===== config.mk =====
export PLATFORM = sky130hd
export DESIGN_NAME = csi2_packet_tx
export DESIGN_NICKNAME = d
export VERILOG_FILES = /design/src/rtl/csi2_pkg.sv /design/src/rtl/csi2_crc16.sv /design/src/rtl/csi2_packet_tx.sv
export SDC_FILE = /design/constraint.sdc
export NUM_CORES = 1
export LEC_CHECK = 0
export BUFFER_PORTS_ARGS = -buffer_cell sky130_fd_sc_hd__buf_2
export CAP_MARGIN = 20
export CORE_UTILIZATION = 47
export CTS_BUF_LIST = sky130_fd_sc_hd__clkbuf_8
export CTS_CLUSTER_DIAMETER = 100
export DETAILED_ROUTE_END_ITERATION = 7
export GPL_ROUTABILITY_DRIVEN = 0
export PLACE_DENSITY = 0.66
export SLEW_MARGIN = 10
export SYNTH_ARGS = -nofsm -noshare
export SYNTH_HDL_FRONTEND = slang
export SYNTH_HIERARCHICAL = 1
export SYNTH_SLANG_ARGS = --single-unit
export TNS_END_PERCENT = 50

===== constraint.sdc =====
create_clock -name mipi_clk -period 3.5 [get_ports mipi_clk]
set_input_delay 0.525 -clock mipi_clk [delete_from_list [all_inputs] [get_ports mipi_clk]]
set_output_delay 0.525 -clock mipi_clk [all_outputs]
set_load 0.02 [all_outputs]

===== src/rtl/csi2_pkg.sv =====
// Shared CSI-2 definitions: protocol constants, header ECC, CRC-16 step and
// the transmit state encoding.
package csi2_pkg;

  localparam logic [7:0]  SYNC_BYTE = 8'hB8;
  localparam logic [5:0]  DT_FS     = 6'h00;
  localparam logic [5:0]  DT_FE     = 6'h01;
  localparam logic [5:0]  DT_RAW8   = 6'h2A;
  localparam logic [15:0] CRC_INIT  = 16'hFFFF;
  localparam logic [15:0] CRC_POLY  = 16'h8408;  // x^16+x^12+x^5+1, reflected

  typedef enum logic [2:0] {
    ST_IDLE,
    ST_PREP,
    ST_SYNC,
    ST_HDR0,
    ST_HDR1,
    ST_PAYLOAD,
    ST_CRC,
    ST_TRAIL
  } tx_state_t;

  // Data types below 0x10 are short packets.
  function automatic logic is_long_dt(input logic [5:0] dt);
    return dt[5:4] != 2'b00;
  endfunction

  // Header ECC over {WC_H, WC_L, DI}; each mask selects the header bits
  // feeding one parity bit, identical to the receive-side check.
  function automatic logic [7:0] csi2_ecc(input logic [23:0] hdr);
    logic [7:0] ecc;
    ecc    = 8'h00;
    ecc[0] = ^(hdr & 24'hF12CB7);
    ecc[1] = ^(hdr & 24'hF2555B);
    ecc[2] = ^(hdr & 24'h749A6D);
    ecc[3] = ^(hdr & 24'hB8E38E);
    ecc[4] = ^(hdr & 24'hDF03F0);
    ecc[5] = ^(hdr & 24'hEFFC00);
    return ecc;
  endfunction

  // One byte of the reflected CRC-16, LSB first.
  function automatic logic [15:0] crc_step(input logic [15:0] crc, input logic [7:0] data);
    logic [15:0] c;
    c = crc ^ {8'h00, data};
    for (int i = 0; i < 8; i++) begin
      c = c[0] ? ((c >> 1) ^ CRC_POLY) : (c >> 1);
    end
    return c;
  endfunction

  // Trail level: the opposite of the last transmitted bit on that lane.
  function automatic logic [7:0] trail_fill(input logic [7:0] last_byte);
    return last_byte[7] ? 8'h00 : 8'hFF;
  endfunction

endpackage


===== src/rtl/csi2_crc16.sv =====
// Two-byte-per-cycle CSI-2 payload CRC: data[7:0] is folded in before
// data[15:8]. Shared with the receive-side checker.
module csi2_crc16
  import csi2_pkg::*;
(
  input  logic        clk,
  input  logic        rst,
  input  logic        clear,
  input  logic        enable,
  input  logic [15:0] data,
  output logic [15:0] crc
);

  // Accumulate one payload word per enabled cycle; clear has priority.
  always_ff @(posedge clk or posedge rst) begin
    // NOTE: non-blocking assignments in clocked blocks so every register
    // samples values from before the edge, independent of block ordering.
    if (rst) begin
      crc <= CRC_INIT;
    end else if (clear) begin
      crc <= CRC_INIT;
    end else if (enable) begin
      crc <= crc_step(crc_step(crc, data[7:0]), data[15:8]);
    end
  end

endmodule


===== src/rtl/csi2_packet_tx.sv =====
// Two-lane CSI-2 packet transmitter: HS-zero, sync, header+ECC, payload,
// CRC-16 and trail, byte n of the packet on lane n mod 2. Every output is a
// register loaded from the value computed for the state being entered.
module csi2_packet_tx
  import csi2_pkg::*;
#(
  parameter int PREP_CYCLES  = 4,
  parameter int TRAIL_CYCLES = 2
) (
  input  logic        mipi_clk,
  input  logic        reset,
  input  logic        pkt_start,
  output logic        pkt_ready,
  input  logic [5:0]  pkt_dt,
  input  logic [1:0]  pkt_vc,
  input  logic [15:0] pkt_wc,
  input  logic [15:0] data_in,
  input  logic        data_valid,
  output logic        data_ready,
  output logic [7:0]  lane0_byte,
  output logic [7:0]  lane1_byte,
  output logic        hs_valid,
  output logic        pkt_done,
  output logic        pkt_err
);

  // PREP is entered one cycle before HS-zero starts, so its count is one longer.
  localparam logic [15:0] PREP_LOAD  = 16'(PREP_CYCLES);
  localparam logic [15:0] TRAIL_LOAD = 16'(TRAIL_CYCLES - 1);

  tx_state_t   state, state_d;
  logic [15:0] cyc_cnt, cyc_cnt_d;
  logic [14:0] words_left, words_left_d;
  logic [7:0]  di, di_d, ecc, ecc_d;
  logic [15:0] wc, wc_d;
  logic        long_pkt, long_pkt_d;
  logic [7:0]  lane0_d, lane1_d;
  logic        hs_d, ready_d, dr_d, done_d, err_d;
  logic        crc_clear, crc_enable;
  logic [15:0] crc_value;
  logic [15:0] payload_word;

  // An underrun sends zeros, which are also what the CRC sees.
  assign payload_word = data_valid ? data_in : 16'h0000;

  csi2_crc16 u_crc (
    .clk    (mipi_clk),
    .rst    (reset),
    .clear  (crc_clear),
    .enable (crc_enable),
    .data   (payload_word),
    .crc    (crc_value)
  );

  // State, captured header and registered outputs.
  always_ff @(posedge mipi_clk or posedge reset) begin
    if (reset) begin
      state      <= ST_IDLE;
      cyc_cnt    <= '0;
      words_left <= '0;
      di         <= '0;
      wc         <= '0;
      ecc        <= '0;
      long_pkt   <= 1'b0;
      lane0_byte <= '0;
      lane1_byte <= '0;
      hs_valid   <= 1'b0;
      pkt_ready  <= 1'b1;
      data_ready <= 1'b0;
      pkt_done   <= 1'b0;
      pkt_err    <= 1'b0;
    end else begin
      state      <= state_d;
      cyc_cnt    <= cyc_cnt_d;
      words_left <= words_left_d;
      di         <= di_d;
      wc         <= wc_d;
      ecc        <= ecc_d;
      long_pkt   <= long_pkt_d;
      lane0_byte <= lane0_d;
      lane1_byte <= lane1_d;
      hs_valid   <= hs_d;
      pkt_ready  <= ready_d;
      data_ready <= dr_d;
      pkt_done   <= done_d;
      pkt_err    <= err_d;
    end
  end

  // Next state and the output values that go with it.
  always_comb begin
    // NOTE: every signal gets a default before the case so no path leaves
    // one unassigned, which would otherwise infer a latch.
    state_d      = state;
    cyc_cnt_d    = cyc_cnt;
    words_left_d = words_left;
    di_d         = di;
    wc_d         = wc;
    ecc_d        = ecc;
    long_pkt_d   = long_pkt;
    lane0_d      = 8'h00;
    lane1_d      = 8'h00;
    hs_d         = 1'b0;
    ready_d      = 1'b0;
    dr_d         = 1'b0;
    done_d       = 1'b0;
    err_d        = pkt_err;
    crc_clear    = 1'b0;
    crc_enable   = 1'b0;

    case (state)
      ST_IDLE: begin
        ready_d = 1'b1;
        if (pkt_start && pkt_ready) begin
          if (is_long_dt(pkt_dt) && pkt_wc[0]) begin
            err_d = 1'b1;                       // odd long WC: reject, stay idle
          end else begin
            state_d      = ST_PREP;
            ready_d      = 1'b0;
            err_d        = 1'b0;
            cyc_cnt_d    = PREP_LOAD;
            di_d         = {pkt_vc, pkt_dt};
            wc_d         = pkt_wc;
            ecc_d        = csi2_ecc({pkt_wc, pkt_vc, pkt_dt});
            long_pkt_d   = is_long_dt(pkt_dt);
            words_left_d = pkt_wc[15:1];
            crc_clear    = 1'b1;
          end
        end
      end
      ST_PREP: begin
        hs_d = 1'b1;
        if (cyc_cnt == '0) begin
          state_d = ST_SYNC;
          lane0_d = SYNC_BYTE;
          lane1_d = SYNC_BYTE;
        end else begin
          cyc_cnt_d = cyc_cnt - 16'd1;
        end
      end
      ST_SYNC: begin
        hs_d    = 1'b1;
        state_d = ST_HDR0;
        lane0_d = di;
        lane1_d = wc[7:0];
      end
      ST_HDR0: begin
        hs_d    = 1'b1;
        state_d = ST_HDR1;
        lane0_d = wc[15:8];
        lane1_d = ecc;
        dr_d    = long_pkt && (words_left != '0);
      end
      ST_HDR1, ST_PAYLOAD: begin
        hs_d = 1'b1;
        if ((state == ST_HDR1) && !long_pkt) begin
          state_d   = ST_TRAIL;
          lane0_d   = trail_fill(lane0_byte);
          lane1_d   = trail_fill(lane1_byte);
          cyc_cnt_d = TRAIL_LOAD;
        end else if (words_left != '0) begin
          state_d      = ST_PAYLOAD;
          words_left_d = words_left - 15'd1;
          lane0_d      = payload_word[7:0];
          lane1_d      = payload_word[15:8];
          dr_d         = (words_left != 15'd1);
          crc_enable   = 1'b1;
          if (!data_valid) err_d = 1'b1;
        end else begin
          state_d = ST_CRC;
          lane0_d = crc_value[7:0];
          lane1_d = crc_value[15:8];
        end
      end
      ST_CRC: begin
        hs_d      = 1'b1;
        state_d   = ST_TRAIL;
        lane0_d   = trail_fill(lane0_byte);
        lane1_d   = trail_fill(lane1_byte);
        cyc_cnt_d = TRAIL_LOAD;
      end
      ST_TRAIL: begin
        if (cyc_cnt == '0) begin
          state_d = ST_IDLE;
          done_d  = 1'b1;
          ready_d = 1'b1;
        end else begin
          hs_d      = 1'b1;
          lane0_d   = lane0_byte;
          lane1_d   = lane1_byte;
          cyc_cnt_d = cyc_cnt - 16'd1;
        end
      end
    endcase
  end

endmodule


Word level (Yosys, flattened, before mapping)
Cells that the tools add are included.
Word-level totals
  register bits after elaboration: 102
  memory bits (writable): 0
  memories: 0
  output and inout bits: 21
  bits in latches: 0
  memory bits (read-only): 0
Cells by class
  bitwise gates (word level): 19
  muxes and demuxes: 67
  $mul: 0
  equal/unequal tests: 17
  add/sub/neg operators: 2
  order comparisons: 0
  div/mod/pow operators: 0
  reduce and logical (&&, ||, !) cells: 26
  shifts and indexed selects: 0
Operators with widths (number)
  $mux 16: 23
  $reduce_xor 24->1: 6
  $pmux 8 s6: 2
  $mux 8: 8
  $pmux 16 s4: 1
  $mux 15: 4
  $not 2->3: 16
  $xor 16x8->16: 2
  $pmux 15 s2: 1
  $pmux 3 s7: 1
  $ne 2x2->1 const B: 9
  $mux 1: 17
  $logic_not 16->1: 1
  $sub 16x1->16 const B: 1
  $ne 15x1->1 const B: 1
  $reduce_and 5->1: 3
  $reduce_bool 15->1: 1
  $sub 15x1->15 const B: 1
  $eq 3x3->1 const B: 4
  $mux 3: 4
  $pmux 1 s2: 4
  $eq 3x2->1 const B: 2
  $reduce_bool 2->1: 3
  $reduce_or 6->1: 1
  other kinds (10): 15

Longest topological paths before layout
Gate-level depths: netlist (run 1).
  depth in word-level cells: 37
  mapped depth: 11
  mapped depth without buffers: 10

Hierarchy
The synthesis (run 1) kept the hierarchy.
By module, submodules not included
  csi2_packet_tx: cells an instance 638, instances 1, seq. area each 2153.3 µm², area each 5471.5 µm²
  csi2_crc16: cells an instance 116, instances 1, seq. area each 420.4 µm², area each 1194.9 µm²

Least setup slack after synthesis (run 1)
Ideal clock, no wire load.
  kind: input port to flip-flop
  from: input data_valid
  to: register u_crc.crc[1]
  stages: 8
  arrival: 2.520 ns
  required time: 3.412 ns
  slack: 0.892 ns
  cells stage by stage: clkbuf_1 and2_1 xor2_1 xnor3_2 xnor2_4 xnor2_1 o21ai_0 or3b_1
On the way
  cells in the longest elaborated chain, start to end: 23
  elaborated cells between the ends (all ways): 26
  classes of those cells: mux: 19; bitwise: 7
RTL lines
  start: declaration: line csi2_packet_tx.sv:18  | input logic data_valid,
  $mux 16 (*): line csi2_packet_tx.sv:44  | assign payload_word = data_valid ? data_in : 16'h0000;
  named net payload_word[1]: line csi2_packet_tx.sv:41  | logic [15:0] payload_word;
  $xor 16x8->16 (*): line csi2_pkg.sv:45  | c = crc ^ {8'h00, data};
  $mux 16 (*) (6 in series): line csi2_pkg.sv:47  | c = c[0] ? ((c >> 1) ^ CRC_POLY) : (c >> 1);
  $not 2->3 (no source line)
  $mux 16 (*) (2 in series): line csi2_pkg.sv:47
  $xor 16x8->16 (*): line csi2_pkg.sv:45
  $mux 16 (*) (5 in series): line csi2_pkg.sv:47
  $not 2->3 (no source line)
  $mux 16 (*) (3 in series): line csi2_pkg.sv:47
  $mux 16 (*): line csi2_crc16.sv:22  | end else if (enable) begin
  $mux 16 (*): line csi2_crc16.sv:20  | end else if (clear) begin
  end signal: assignment: line csi2_crc16.sv:23  | crc <= crc_step(crc_step(crc, data[7:0]), data[15:8]);
  end: declaration: line csi2_crc16.sv:11  | output logic [15:0] crc
The timed path passes the listed nets; every way through them passes the cells marked *. The select of a mux whose other input is x is not followed.
A chain may end at the register's enable or synchronous reset.

Worst setup path after layout (run 1)
  from: register cyc_cnt[6]
  to: register cyc_cnt[1]
On the way
  cells in the longest elaborated chain, start to end: 3
RTL lines
  start: declaration: line csi2_packet_tx.sv:32  | logic [15:0] cyc_cnt, cyc_cnt_d;
  start signal: assignment: line csi2_packet_tx.sv:74  | cyc_cnt <= cyc_cnt_d;
  $logic_not 16->1: line csi2_packet_tx.sv:133, csi2_packet_tx.sv:183
  $ne 2x2->1 (no source line)
  $reduce_and 5->1 (no source line)
Every way passes these cells.

==> results.md, run 1 <==
| Metric | Value |
|:---|:---|
| Status | complete, no violations |
| Number of antenna violations at the first check in global routing | 0 |
| Clock period minus worst slack | 2.85 ns |
| Hold-fix buffers, CTS | 0 |
| Area delta synth->final | 10.7% |
| Number of global-route vias before repair | 5763 |
| Pin count of the biggest net entering global routing | 46 |
| Final sum of negative setup slack | 0 ns |
| Synthesized area per cell | 8.84 um2 |
| Vias | 5886 |
| Total number of H-tree levels | 3 |
| Maximum single-stage delay on the critical path | 0.74 ns |
| Pre-CTS setup slack | 0.583 ns |
| PortBufs | 64 |
| Power density relative to cell area | 1000 nW/um2 |
| Final Hold Viols | 0 |
| Setup slack after layout | 0.654 ns |
| Clock Sinks | 102 |
| Async set-or-reset flop fraction in the synthesized netlist | 1.00 |
| Cell chain of the critical path | or4_1, or3_4, nor4b_4, nor2_4, mux2_4 |
| Count of warnings emitted by yosys | 6 |
| Hpwl dp | 13.7 mm |
| Synthesized netlist cell count | 754 |
| Synth Net Count | 803 |
| Final-report setup violation count | 0 |
| Upper clock frequency limit | 351 MHz |
| Max-slew headroom | 0.435 |
| Setup repair after global routing missed its margin | no |
| Highest-count cells in the layout ignoring fill and taps | nand2_1, dfrtp_1, a21oi_1, xnor2_1, buf_2 |
| Pin slew with the least headroom to its limit | 0.844 ns |
| Hold Path Class | input port to async pin |
| CP endpoint kind | register |
| Buf+Inv Stages, Crit Path | 0 |
| Site Rows | 43 |
| Share of the yosys chip area belonging to registers | 0.386 |
| Worst EP arrival | 3.13 ns |
| N_diodes | 0 |
| Number of DRC violations after detailed routing | 0 |
| Initial core utilization | 0.480 |
| First-iteration detailed-routing DRC count | 491 |
| Iteration count of the initial detailed-routing pass | 5 |
| Final critical-path share of the clock period | 0.813 |
| Register bit total from synthesis | 102 |
| Family of cells with the greatest summed delay on the critical path | simple AND/OR/NAND/NOR gates |
| Clock buffers created by TritonCTS | 9 |
| Layout cells sized above 1 | 0.179 |
| Net count reported at finish | 852 |
| Type of the setup path with the least slack | register to register |
| CTS tree | built |
| Area of the die | 14700 um2 |
| Number of flops mapped to enable cells by yosys | 0 |
| Max-cap viol count | 0 |
| Total congestion overflow after global routing | 0 |
| Number of setup buffers added after CTS | 0 |
| Average routed wire per standard cell | 19.1 um |
| Core Footprint | 13900 um2 |
| Max Buffers Root-to-Sink | 2 |
| Static Leakage | 3.24 nW |
| Required @ worst endpoint | 3.78 ns |
| Clock edge transition at the registers on the reported setup and hold paths | 0.10 ns |
| Final Routed Wirelength | 18.9 mm |
| Most common cell after layout, fill and taps aside | nand2_1 |
| X dimension of the die | 121 um |
| Startpoint type of the worst setup path | register |
| Netlist area before placement | 6670 um2 |
| Slowest stage cell, crit path | or4_1 |
| I/O pin count | 65 |
| Chip Height | 121 um |
| Top flip-flop cell by instance count after synthesis | dfrtp_1 |
| Buffer cell driving the clock tree root | clkbuf_8 |
| Setup clock skew after layout | 0.0108 ns |
| Antenna Violating Nets Remaining | 0 |
| Cts repair resizes | 0 |
| Largest fanout on the critical path | 15 |
| Final Slew Violations | 0 |
| GRT Util Overall | 0.273 |
| IR drop worst, VDD | 0.000867 V |
| Clock insertion delay at the later pin of the skew report | 0.39 ns |
| Wire length of the first global-routing pass | 30.4 mm |
| Number of distinct library cells after synthesis | 67 |
| Vias per cell | 5.96 |
-- per-stage QoR --
stage               std cells  hold slack, ns  area, um2  utilization  total power [mW]
floorplan                 754           0.437       6670            -              5.51
global placement          971           0.458       7140        0.514              6.37
detailed placement        971           0.457       7140        0.514              6.48
CTS                       987          0.0641       7370        0.531              7.39
global route              988          0.0811       7380        0.532              7.93
finish                    988          0.0736       7380        0.532              7.42
-- routing by layer --
layer / vias to the layer above / routed length, um / GRT usage
met3: 30 / 1110 / 0.0592
met5: - / 0 / 0
li1: 2745 / - / -
met2: 188 / 9120 / 0.446
met1: 2923 / 8210 / 0.358
met4: 0 / 404 / 0.0872
-- worst paths after layout --
| check | from | endpoint | slack (ns) | depth (start not counted) |
|---|---|---|---|---|
| hold / removal | reset | words_left[4]$_DFFE_PP0P_ | 0.07 | 2 |
| setup reg to reg | cyc_cnt[6]$_DFFE_PP0P_ | cyc_cnt[1]$_DFFE_PP0P_ | 0.65 | 5 |
| hold reg to reg | wc[7]$_DFFE_PP0P_ | wc[7]$_DFFE_PP0P_ | 0.48 | 2 |
| setup / recovery | cyc_cnt[6]$_DFFE_PP0P_ | cyc_cnt[1]$_DFFE_PP0P_ | 0.65 | 5 |
| min in group mipi_clk | pkt_vc[1] | di[7]$_DFFE_PP0P_ | 0.38 | 3 |
| max in group asynchronous | reset | pkt_ready$_DFF_PP1_ | 2.61 | 3 |
-- where the power goes --
group	total (mW)	switching (mW)	internal, mW
clock	0.869	0.427	0.442
sequential	2.27	0.483	1.78
combinational	4.28	2.42	1.86
-- flip-flops by register name, summed over array words and instances, names as in the netlist --
register and cells:
state 3, lane1_byte 8, lane0_byte 8, data_ready 1, hs_valid 1, ecc 6
pkt_err 1, pkt_done 1, di 8, cyc_cnt 16, words_left 15, long_pkt 1
wc 16, u_crc/crc 16, pkt_ready 1
-- Yosys cell counts (4+ instances only) --
cell type / number / area (um2)
clkbuf_1: 28 / 105
and2_1: 19 / 119
or3_1: 7 / 43.8
o31ai_1: 9 / 67.6
a221o_1: 5 / 50.1
a31oi_1: 8 / 50.1
or2_2: 10 / 62.6
nand2_1: 123 / 462
nor2_1: 33 / 124
nand2b_1: 10 / 62.6
o21a_1: 4 / 30.0
buf_1: 8 / 30.0
xor2_1: 23 / 201
dfstp_2: 17 / 447
dfrtp_1: 85 / 2130
o22a_1: 6 / 52.6
ha_1: 5 / 62.6
nor3_1: 17 / 85.1
o22ai_1: 5 / 31.3
nand3_1: 11 / 55.1
xnor2_1: 67 / 587
a21oi_1: 75 / 375
o21ai_0: 38 / 190
nor4_1: 8 / 50.1
a2111o_1: 5 / 56.3
mux2i_1: 14 / 140
o211ai_1: 6 / 45.0
nor2b_1: 15 / 93.8
a22oi_1: 4 / 30.0
inv_1: 12 / 45.0
or4_1: 12 / 90.1
a211oi_1: 7 / 52.6
-- kinds of logic (layout without fill, tap and decap cells) --
family / after synthesis / count (layout) / share of synthesized area
AOI/OAI and AO/OA: 192 / 192 / 0.184
buffers and inverters: 55 / 109 / 0.0347
muxes: 18 / 18 / 0.0283
xor gates and xnor gates: 96 / 96 / 0.139
DFF: 102 / 102 / 0.386
adders and majority gates: 5 / 5 / 0.00938
and+or+nand+nor: 286 / 286 / 0.219
-- worst register-to-register path: cells and delay by family (launching register included) --
family | cells | cell delay (ns)
simple gates | 4 | 1.98
flops | 1 | 0.44
mux | 1 | 0.32
-- layout make-up --
type                            count  area [um2]
Fill cell                        1334        6500
Multi-Input combinational cell    597        3860
Tap cell                          180         225
Clock inverter                      5        81.3
Timing Repair Buffer               79         433
Clock buffer                       11         151
Sequential cell                   102        2570
Inverter                           14        53.8
Power figures use the tool's default switching activity.
==> inputs of run 2 (changes only) <==
clock period = 2.9 ns   (was 3.5 ns; I/O delays follow)
==> run 2 against run 1 <==
Hold slack improved by 0.13 ns. Critical path depth increased by 2. Sequential share of layout area decreased by 0.43 points. Fmax increased by 7.4%. Critical path type unchanged.
==> results.md, run 2 (synthesis gave the netlist of run 1 again) <==
| Metric | Value | Change |
|:---|:---|:---|
| Status | complete, no violations |  |
| Total congestion overflow after global routing | 0 | unchanged |
| Final Hold Viols | 0 | unchanged |
| CTS tree | built |  |
| Net count reported at finish | 868 | +1.9% |
| # fillers | 1322 | -0.90% |
| Largest regs | cyc_cnt: 16 flops, u_crc/crc: 16 flops, wc: 16 flops |  |
| Share of power burned in the clock network | 0.104 | -0.013 |
| Number of setup buffers added after CTS | 0 | unchanged |
| Largest fanout on the critical path | 6 | -9 |
| Fraction of power consumed by combinational cells | 0.590 | +0.013 |
| Cell Int Power | 4.91 mW | +20% |
| Cts repair resizes | 0 | unchanged |
| Fraction of power spent switching nets | 0.452 | +0.00247 |
| Max-cap viol count | 0 | unchanged |
| Number of DRC violations after detailed routing | 0 | unchanged |
| Final critical-path share of the clock period | 0.913 | +0.100 |
| Net switching power | 4.05 mW | +22% |
| Clock insertion delay at the later pin of the skew report | 0.39 ns | about the same |
| GRT busiest layer | met2 |  |
| Upper clock frequency limit | 378 MHz | +7.4% |
| Wire length of the first global-routing pass | 30.8 mm | +1.5% |
| Final sum of negative setup slack | 0 ns | unchanged |
| Layout cells sized above 1 | 0.194 | +0.0147 |
| Required @ worst endpoint | 3.24 ns | -0.54 ns |
| Highest-count cells in the layout ignoring fill and taps | nand2_1, dfrtp_1, a21oi_1, xnor2_1, buf_2 |  |
| Power density relative to cell area | 1200 nW/um2 | +19% |
| Clock Sinks | 102 | unchanged |
| Number of global-route vias before repair | 5804 | +0.71% |
| Worst EP arrival | 2.99 ns | -0.14 ns |
| Sequential fraction of design power | 0.305 | about the same |
| Setup repair after global routing missed its margin | no |  |
| Average routed wire per standard cell | 18.9 um | -0.80% |
| N_diodes | 0 | unchanged |
| Final-report setup violation count | 0 | unchanged |
| Initial core utilization | 0.480 | unchanged |
| Clock period minus worst slack | 2.65 ns | -0.197 ns |
| Hold-fix buffers, CTS | 0 | unchanged |
| Site Rows | 43 | unchanged |
| I/O pin count | 65 | unchanged |
| Startpoint type of the worst setup path | register |  |
| Antenna Violating Nets Remaining | 0 | unchanged |
| Setup clock skew after layout | 0.0117 ns | +0.000828 ns |
| Area of the die | 14700 um2 | unchanged |
| Final Routed Wirelength | 19.0 mm | +0.81% |
| Number of antenna violations at the first check in global routing | 0 | unchanged |
| Hpwl dp | 14.0 mm | +2.4% |
| Buffer cell driving the clock tree root | clkbuf_8 |  |
| Max Buffers Root-to-Sink | 2 | unchanged |
| Vias per cell | 5.87 | -1.5% |
| Pin count of the biggest net entering global routing | 48 | +4.3% |
| Area delta synth->final | 12.1% |  |
| CP endpoint kind | register |  |
| Met1 Use GR | 0.375 | +0.0166 |
| Setup slack after layout | 0.251 ns | -0.403 ns |
| Static Leakage | 3.32 nW | +2.3% |
| Vias | 5889 | +0.051% |
| Most common cell after layout, fill and taps aside | nand2_1 |  |
| Global Route met3 Usage | 0.0484 | -0.0108 |
| Type of the setup path with the least slack | register to register |  |
| GRT Util Overall | 0.275 | +0.00265 |
| Clock buffers created by TritonCTS | 9 | unchanged |
| Core Footprint | 13900 um2 | unchanged |
| Iteration count of the initial detailed-routing pass | 8 | +3 |
| IR drop worst, VDD | 0.000794 V | -8.4% |
| GR Util met2 | 0.435 | -0.0114 |
| First-iteration detailed-routing DRC count | 465 | -5.3% |
| Total number of H-tree levels | 3 | unchanged |
| X dimension of the die | 121 um | unchanged |
| Chip Height | 121 um | unchanged |
| Hold Path Class | input port to async pin |  |
| Max-slew headroom | 0.393 | -0.0416 |
| Pre-CTS setup slack | 0.158 ns | -0.425 ns |
| Pin slew with the least headroom to its limit | 0.910 ns | +0.0660 ns |
| PortBufs | 64 | unchanged |
| Clock edge transition at the registers on the reported setup and hold paths | 0.10 ns | about the same |
| Final Slew Violations | 0 | unchanged |
-- run 2: layout make-up --
cell class,count,area [um2],area share
Tap cell,180,225,0.0301
Multi-Input combinational cell,597,3860,0.517
Timing Repair Buffer,95,566,0.0757
Clock inverter,6,53.8,0.00720
Clock buffer,10,138,0.0184
Inverter,14,53.8,0.00720
Sequential cell,102,2570,0.344
-- run 2: path summary, 6_finish.rpt --
path | start | endpoint | slack (ns) | cells after the start
worst max-delay path | words_left[0]$_DFFE_PP0P_ | words_left[14]$_DFFE_PP0P_ | 0.25 | 7
worst min-delay path | reset | lane0_byte[2]$_DFFE_PP0N_ | 0.20 | 2
worst max register to register | words_left[0]$_DFFE_PP0P_ | words_left[14]$_DFFE_PP0P_ | 0.25 | 7
worst min register to register | wc[7]$_DFFE_PP0P_ | wc[7]$_DFFE_PP0P_ | 0.49 | 2
max in group asynchronous | reset | ecc[4]$_DFFE_PP0P_ | 1.99 | 3
min in group mipi_clk | pkt_dt[1] | di[1]$_DFFE_PP0P_ | 0.29 | 3
-- run 2: power by group through the flow --
stage	Sequential [mW]	Clock [mW]	Combinational (mW)
floorplan	2.70	0	3.95
global placement	2.72	0	5.10
detailed placement	2.74	0	5.21
CTS	2.72	0.956	5.24
global route	2.82	1.01	5.78
finish	2.74	0.934	5.29
-- run 2: through the flow --
stage	hold WS, ns	cell area [um2]	util	instances	power [mW]
2_1_floorplan	0.437	6670	-	754	6.65
3_3_place_gp	0.454	7270	0.524	987	7.82
3_5_place_dp	0.462	7270	0.524	987	7.96
4_1_cts	0.215	7460	0.538	1003	8.92
5_1_grt	0.270	7470	0.538	1004	9.60
6_report	0.200	7470	0.538	1004	8.97
-- run 2: critical path, cell delays in order, from the launching register on --
cell      delay, ns
dfrtp_1        0.45
inv_1          0.11
ha_1           0.25
or4b_1         0.56
or4_4          0.47
or3_1          0.34
a211oi_1       0.26
o22a_1         0.16
-- run 2: layer usage --
metal | wire length, um | up-vias
met4 | 547 | 0
met2 | 8980 | 167
met1 | 8550 | 2897
met3 | 926 | 42
li1 | - | 2783
met5 | 0 | -
